## src/rtl/i2c_write_sequencer.sv

```systemverilog
// Purpose: single-byte I2C master write (START, addr+W, ACK, data, ACK, STOP) paced by an external baud generator.
// Latency: all outputs registered; bus pins move one clock after each detected ClockI2C edge, Done one clock after the final fall.
// Backpressure: none; Start is accepted only in IDLE and ignored while a frame is in flight (no queuing).
module i2c_write_sequencer (
    input  logic       clock,
    input  logic       Reset,
    input  logic       Start,
    input  logic [6:0] SlaveAddress,
    input  logic [7:0] WriteData,
    input  logic       ClockI2C,
    input  logic       SDA_in,
    output logic       BaudEnable,
    output logic       SCL,
    output logic       SDA_out,
    output logic       Busy,
    output logic       Done,
    output logic       AckError
);

    typedef enum logic [2:0] {
        S_IDLE,
        S_START,
        S_ADDR,
        S_ACK1,
        S_DATA,
        S_ACK2,
        S_STOP,
        S_DONE
    } state_t;

    state_t      state_q, state_d;
    logic        prev_q, prev_d;
    logic        scl_q, scl_d;
    logic        sda_q, sda_d;
    logic        baud_q, baud_d;
    logic        busy_q, busy_d;
    logic        done_q, done_d;
    logic        ack_err_q, ack_err_d;
    logic [7:0]  shreg_q, shreg_d;
    logic [7:0]  data_q, data_d;
    logic [2:0]  cnt_q, cnt_d;
    // Set once bit 0 of the current byte is on the wire; the next fall releases SDA for ACK.
    logic        last_q, last_d;

    logic        rise;
    logic        fall;

    assign rise = ClockI2C & ~prev_q;
    assign fall = ~ClockI2C & prev_q;

    // Next-state and registered-output computation for the frame sequencer.
    always_comb begin
        state_d   = state_q;
        prev_d    = ClockI2C;
        scl_d     = scl_q;
        sda_d     = sda_q;
        baud_d    = baud_q;
        busy_d    = busy_q;
        done_d    = 1'b0;
        ack_err_d = ack_err_q;
        shreg_d   = shreg_q;
        data_d    = data_q;
        cnt_d     = cnt_q;
        last_d    = last_q;

        case (state_q)
            S_IDLE: begin
                scl_d  = 1'b1;
                sda_d  = 1'b1;
                baud_d = 1'b0;
                busy_d = 1'b0;
                // A coincident ClockI2C edge is irrelevant here; Start wins.
                if (Start) begin
                    shreg_d   = {SlaveAddress, 1'b0};
                    data_d    = WriteData;
                    ack_err_d = 1'b0;
                    baud_d    = 1'b1;
                    busy_d    = 1'b1;
                    sda_d     = 1'b0;
                    state_d   = S_START;
                end
            end

            S_START: begin
                // SDA low with SCL high is the start condition; wait for the generator's first rise.
                scl_d = 1'b1;
                sda_d = 1'b0;
                if (rise) begin
                    cnt_d   = 3'd7;
                    last_d  = 1'b0;
                    state_d = S_ADDR;
                end
            end

            S_ADDR, S_DATA: begin
                scl_d = ClockI2C;
                if (fall) begin
                    if (last_q) begin
                        sda_d   = 1'b1;
                        state_d = (state_q == S_ADDR) ? S_ACK1 : S_ACK2;
                    end else begin
                        sda_d   = shreg_q[7];
                        shreg_d = {shreg_q[6:0], 1'b0};
                        if (cnt_q == 3'd0) begin
                            last_d = 1'b1;
                        end else begin
                            cnt_d = cnt_q - 3'd1;
                        end
                    end
                end
            end

            S_ACK1, S_ACK2: begin
                scl_d = ClockI2C;
                if (rise && SDA_in) begin
                    ack_err_d = 1'b1;
                end
                if (fall) begin
                    if ((state_q == S_ACK1) && !ack_err_q) begin
                        // Data bit 7 goes out on the same fall that closes the address ACK.
                        sda_d   = data_q[7];
                        shreg_d = {data_q[6:0], 1'b0};
                        cnt_d   = 3'd6;
                        last_d  = 1'b0;
                        state_d = S_DATA;
                    end else begin
                        sda_d   = 1'b0;
                        state_d = S_STOP;
                    end
                end
            end

            S_STOP: begin
                // SCL parks high on the rise; SDA rising on the following fall is the stop condition.
                if (rise) begin
                    scl_d = 1'b1;
                end
                if (fall) begin
                    sda_d   = 1'b1;
                    baud_d  = 1'b0;
                    busy_d  = 1'b0;
                    done_d  = 1'b1;
                    state_d = S_DONE;
                end
            end

            S_DONE: begin
                busy_d  = 1'b0;
                state_d = S_IDLE;
            end

            default: begin
                state_d = S_IDLE;
            end
        endcase
    end

    // State and output registers with synchronous reset; reset abandons any frame without a stop condition.
    always_ff @(posedge clock) begin
        if (Reset) begin
            state_q   <= S_IDLE;
            prev_q    <= 1'b0;
            scl_q     <= 1'b1;
            sda_q     <= 1'b1;
            baud_q    <= 1'b0;
            busy_q    <= 1'b0;
            done_q    <= 1'b0;
            ack_err_q <= 1'b0;
            shreg_q   <= 8'h00;
            data_q    <= 8'h00;
            cnt_q     <= 3'd0;
            last_q    <= 1'b0;
        end else begin
            state_q   <= state_d;
            prev_q    <= prev_d;
            scl_q     <= scl_d;
            sda_q     <= sda_d;
            baud_q    <= baud_d;
            busy_q    <= busy_d;
            done_q    <= done_d;
            ack_err_q <= ack_err_d;
            shreg_q   <= shreg_d;
            data_q    <= data_d;
            cnt_q     <= cnt_d;
            last_q    <= last_d;
        end
    end

    assign BaudEnable = baud_q;
    assign SCL        = scl_q;
    assign SDA_out    = sda_q;
    assign Busy       = busy_q;
    assign Done       = done_q;
    assign AckError   = ack_err_q;

endmodule

```

## config.mk

```make
export PLATFORM = sky130hd
export DESIGN_NAME = i2c_write_sequencer
export DESIGN_NICKNAME = d
export VERILOG_FILES = /design/src/rtl/i2c_write_sequencer.sv
export SDC_FILE = /design/constraint.sdc
export NUM_CORES = 1
export LEC_CHECK = 0
export CORE_ASPECT_RATIO = 1.75
export CORE_UTILIZATION = 53
export CTS_CLUSTER_DIAMETER = 40
export CTS_CLUSTER_SIZE = 40
export DETAILED_ROUTE_END_ITERATION = 10
export GPL_ROUTABILITY_DRIVEN = 0
export GPL_TIMING_DRIVEN = 0
export PLACE_DENSITY = 0.88
export SKIP_CTS_REPAIR_TIMING = 1
export SLEW_MARGIN = 10
export SYNTH_ARGS = -nofsm -noshare
export SYNTH_HDL_FRONTEND = slang
export SYNTH_SLANG_ARGS = --single-unit
```

## constraint.sdc

```tcl
create_clock -name clock -period 1.98 [get_ports clock]
set_clock_uncertainty 0.05 [all_clocks]
set_input_delay 0.396 -clock clock [delete_from_list [all_inputs] [get_ports clock]]
set_output_delay 0.396 -clock clock [all_outputs]
set_load 0.01 [all_outputs]
```

==> PnR_summary.wiki <==
{| class="wikitable"
! Metric !! Value
|-
| Initial Utilization || 0.564
|-
| Leading cell types by total area after synthesis || sky130_fd_sc_hd__dfxtp_1 (35%), sky130_fd_sc_hd__mux2i_1 (7.9%), sky130_fd_sc_hd__nand2_1 (7.5%)
|-
| Yosys reg bits || 29
|-
| Standard-cell rows || 26
|-
| Cell total after placement || 242
|-
| Crit. Startpoint || ClockI2C
|-
| Library cell with the largest summed area after synthesis || sky130_fd_sc_hd__dfxtp_1
|-
| Fill cell instance count of the final layout || 236
|-
| Crit start category || input pin
|-
| Count leader, synth || sky130_fd_sc_hd__nand2_1
|-
| # IOs || 26
|-
| Remaining antenna violation count || 0
|-
| Worst-path maximum fanout || 7
|-
| Total detailed-routing wirelength || 3720 um
|-
| Maximum number of pins on one net before global-route repair || 11
|-
| Critical hold path startpoint || data_q[7]
|-
| Number of global-route vias before repair || 1381
|-
| H-tree depth || 2
|-
| Clock insertion delay at the later pin of the skew report || 0.29 ns
|-
| Setup violators final || 0
|-
| Area enclosed by the die boundary || 0.00335 sq mm
|-
| CTS Root Cell || sky130_fd_sc_hd__clkbuf_8
|-
| Standby leakage power || 0.777 nW
|-
| Final core utilization || 0.688
|-
| Part of the Yosys area used for sequential elements || 0.352
|-
| Max_cap viols || 0
|-
| Number of max-slew violations in the final report || 0
|-
| Clk sinks || 29
|-
| Number of remaining DRC errors || 0
|-
| Instance area after placement || 0.00194 sq mm
|-
| Endpoint kind of the worst setup timing path || flop
|-
| Number of violations reported at the end of detailed-routing iteration 0 || 39
|-
| Total via count after detailed routing || 1495
|-
| Cells after synthesis || 189
|-
| Number of detailed-route iterations in the first pass || 6
|-
| R2R depth || 4
|-
| Horizontal die dimension || 44.2 um
|-
| R2R setup slack || 0.27 ns
|-
| Wire length of the first global-routing pass || 6140 um
|-
| Critical-path cell with the highest stage delay || sky130_fd_sc_hd__clkdlybuf4s50_1
|-
| Clock Pin Slew Worst Setup and Hold Paths || 0.06 ns
|-
| Worst endpoint required time || 2.11 ns
|-
| Worst IR drop on VDD || 0.619 mV
|-
| Number of synthesized flops with an enable pin || 0
|-
| Worst reg2reg startpoint || prev_q
|-
| Core area || 0.00293 sq mm
|-
| Final period util || 0.941
|-
| Net load switching power || 0.470 mW
|-
| Number of buffers and inverters on the critical path || 1
|-
| Wire length per cell after detailed routing || 14.9 um
|-
| Count of port buffers added during placement || 25
|-
| Time the worst path needs with I/O delays and setup || 1.86 ns
|-
| Result of the run || finished, final reports clean
|-
| Delay-heaviest family, CP || compound AO/OA/AOI/OAI gates
|-
| Syn. warnings || 0
|-
| Setup CP Type || input pin to flop
|-
| Maximum operating frequency || 537 MHz
|-
| Largest stage delay on the critical path || 0.49 ns
|-
| Proportion of layout cells with a drive suffix above 1 || 0.108
|-
| Average size of a mapped cell || 8.73 sq um
|-
| Post-synthesis async set-or-reset flop share || 0
|-
| Area growth syn-to-layout || 22.1%
|-
| Setup repair after global routing missed its margin || no
|-
| Half-perimeter wire length of the detailed placement result || 2730 um
|-
| Worst min-delay path category || flop to flop
|-
| Number of standard cells in the final layout excluding fillers || 250
|-
| Count of distinct cell types in the synthesized netlist || 50
|-
| Final Cell Area || 0.00202 sq mm
|-
| Power density relative to cell area || 774 mW/mm^2
|-
| Internal Dissipation || 1.09 mW
|-
| Worst reg2reg endpoint || cnt_q[0]
|-
| Clock network power share || 0.300
|-
| Clock tree from TritonCTS || built
|-
| GR Overflow Total || 0
|-
| Max-slew headroom || 0.638
|-
| Final Hold Vio Count || 0
|-
| Die height || 75.8 um
|-
| Total Negative Setup Slacks || 0 ns
|-
| Post-synthesis instance area || 0.00165 sq mm
|-
| Clock buffers created by TritonCTS || 5
|-
| Layout net count || 243
|-
| Antenna violations before repair || 0
|-
| Power share of the combinational group || 0.261
|-
| Worst setup path end || shreg_q[1]
|-
| Number of diodes added for antenna fixing || 0
|-
| Vias per inst || 5.98
|-
| Switching part of the total power || 0.301
|-
| Design Power || 1.56 mW
|-
| Main flop type after synthesis || sky130_fd_sc_hd__dfxtp_1
|-
| Synthesized netlist net count || 211
|-
| Yosys top cell area share || 0.352
|-
| Number of buffers between clock root and the deepest sink || 2
|-
| Arrival @ worst endpoint || 1.99 ns
|-
| Leading cell types by count after synthesis || sky130_fd_sc_hd__nand2_1 (33), sky130_fd_sc_hd__dfxtp_1 (29), sky130_fd_sc_hd__a21oi_1 (20)
|-
| Sequential cell fraction of total power || 0.439
|-
| Cell depth of the worst setup path || 5
|-
| Total routing usage reported by global routing || 0.251
|-
| Least-Margin Pin Slew || 0.543 ns
|-
| Critical-path cell list || clkdlybuf4s50_1, nand2b_1, a21oi_1, o211ai_4, mux2_4
|}
[sequential cells by signal, indices dropped and copies added, names as in the netlist]
register    flops
data_q          8
Done            1
SDA_out         1
Busy            1
last_q          1
BaudEnable      1
state_q         3
prev_q          1
cnt_q           3
shreg_q         7
SCL             1
AckError        1
[worst min-delay path, cell delays in order, from the launching register on]
cell and delay, ns:
sky130_fd_sc_hd__dfxtp_1 0.30, sky130_fd_sc_hd__nand2_1 0.05, sky130_fd_sc_hd__a21oi_1 0.05
[worst min path at each step]
stage / end / slack, ns / cells past startpoint
finish: data_q[7] / 0.40 / 2
global route: shreg_q[6] / 0.42 / 2
CTS: data_q[7] / 0.40 / 2
detailed placement: data_q[7] / 0.39 / 2
global placement: data_q[7] / 0.39 / 2
floorplan: data_q[7] / 0.38 / 2
[per-layer routing]
layer / routed length [um] / share of wire / GRT usage / up-vias
li1: - / - / - / 729
met1: 1450 / 0.39 / 0.279 / 695
met2: 1910 / 0.51 / 0.415 / 51
met3: 144 / 0.039 / 0.0521 / 20
met4: 210 / 0.056 / 0.185 / 0
met5: 0 / 0 / 0 / -
[power groups by stage]
stage / clock network (mW) / logic (mW) / registers [mW]
floorplan: 0 / 0.285 / 0.688
global placement: 0 / 0.397 / 0.694
detailed placement: 0 / 0.405 / 0.696
CTS: 0.474 / 0.407 / 0.684
global route: 0.496 / 0.447 / 0.690
finish: 0.469 / 0.407 / 0.685
[metrics by stage]
stage / hold slack [ns] / setup slack (ns)
floorplan: 0.382 / 0.457
global placement: 0.392 / -0.199
detailed placement: 0.394 / -0.195
CTS: 0.403 / 0.106
global route: 0.424 / 0.0181
finish: 0.402 / 0.117
[cell families after synthesis]
family	synth area share
buffers and inverters	0.0644
muxes	0.0879
DFF	0.352
AOI/OAI and AO/OA	0.233
adders and majority gates	0.0212
and+or+nand+nor	0.227
xor gates and xnor gates	0.0152
[area by class of cell]
cell class              instances  area [sq um]  share of cell area
repair buffers                 25           250               0.124
plain buffers                  14          91.3              0.0453
inverters                       4          15.0             0.00745
well taps                      28          35.0              0.0174
multi-input cells             142           963               0.478
clock buffers                   8          80.1              0.0397
flip-flops and latches         29           581               0.288
[cell usage in the layout (no fill, tap or decap), drive strengths merged, types with 8 or more instances in the layout]
cell	count
mux2i	13
dfxtp	29
nand2	34
clkdlybuf4s50	25
a21oi	20
buf	9
o21ai	9
o211ai	8
clkbuf	13
nor2	8
Power figures use the tool's default switching activity.
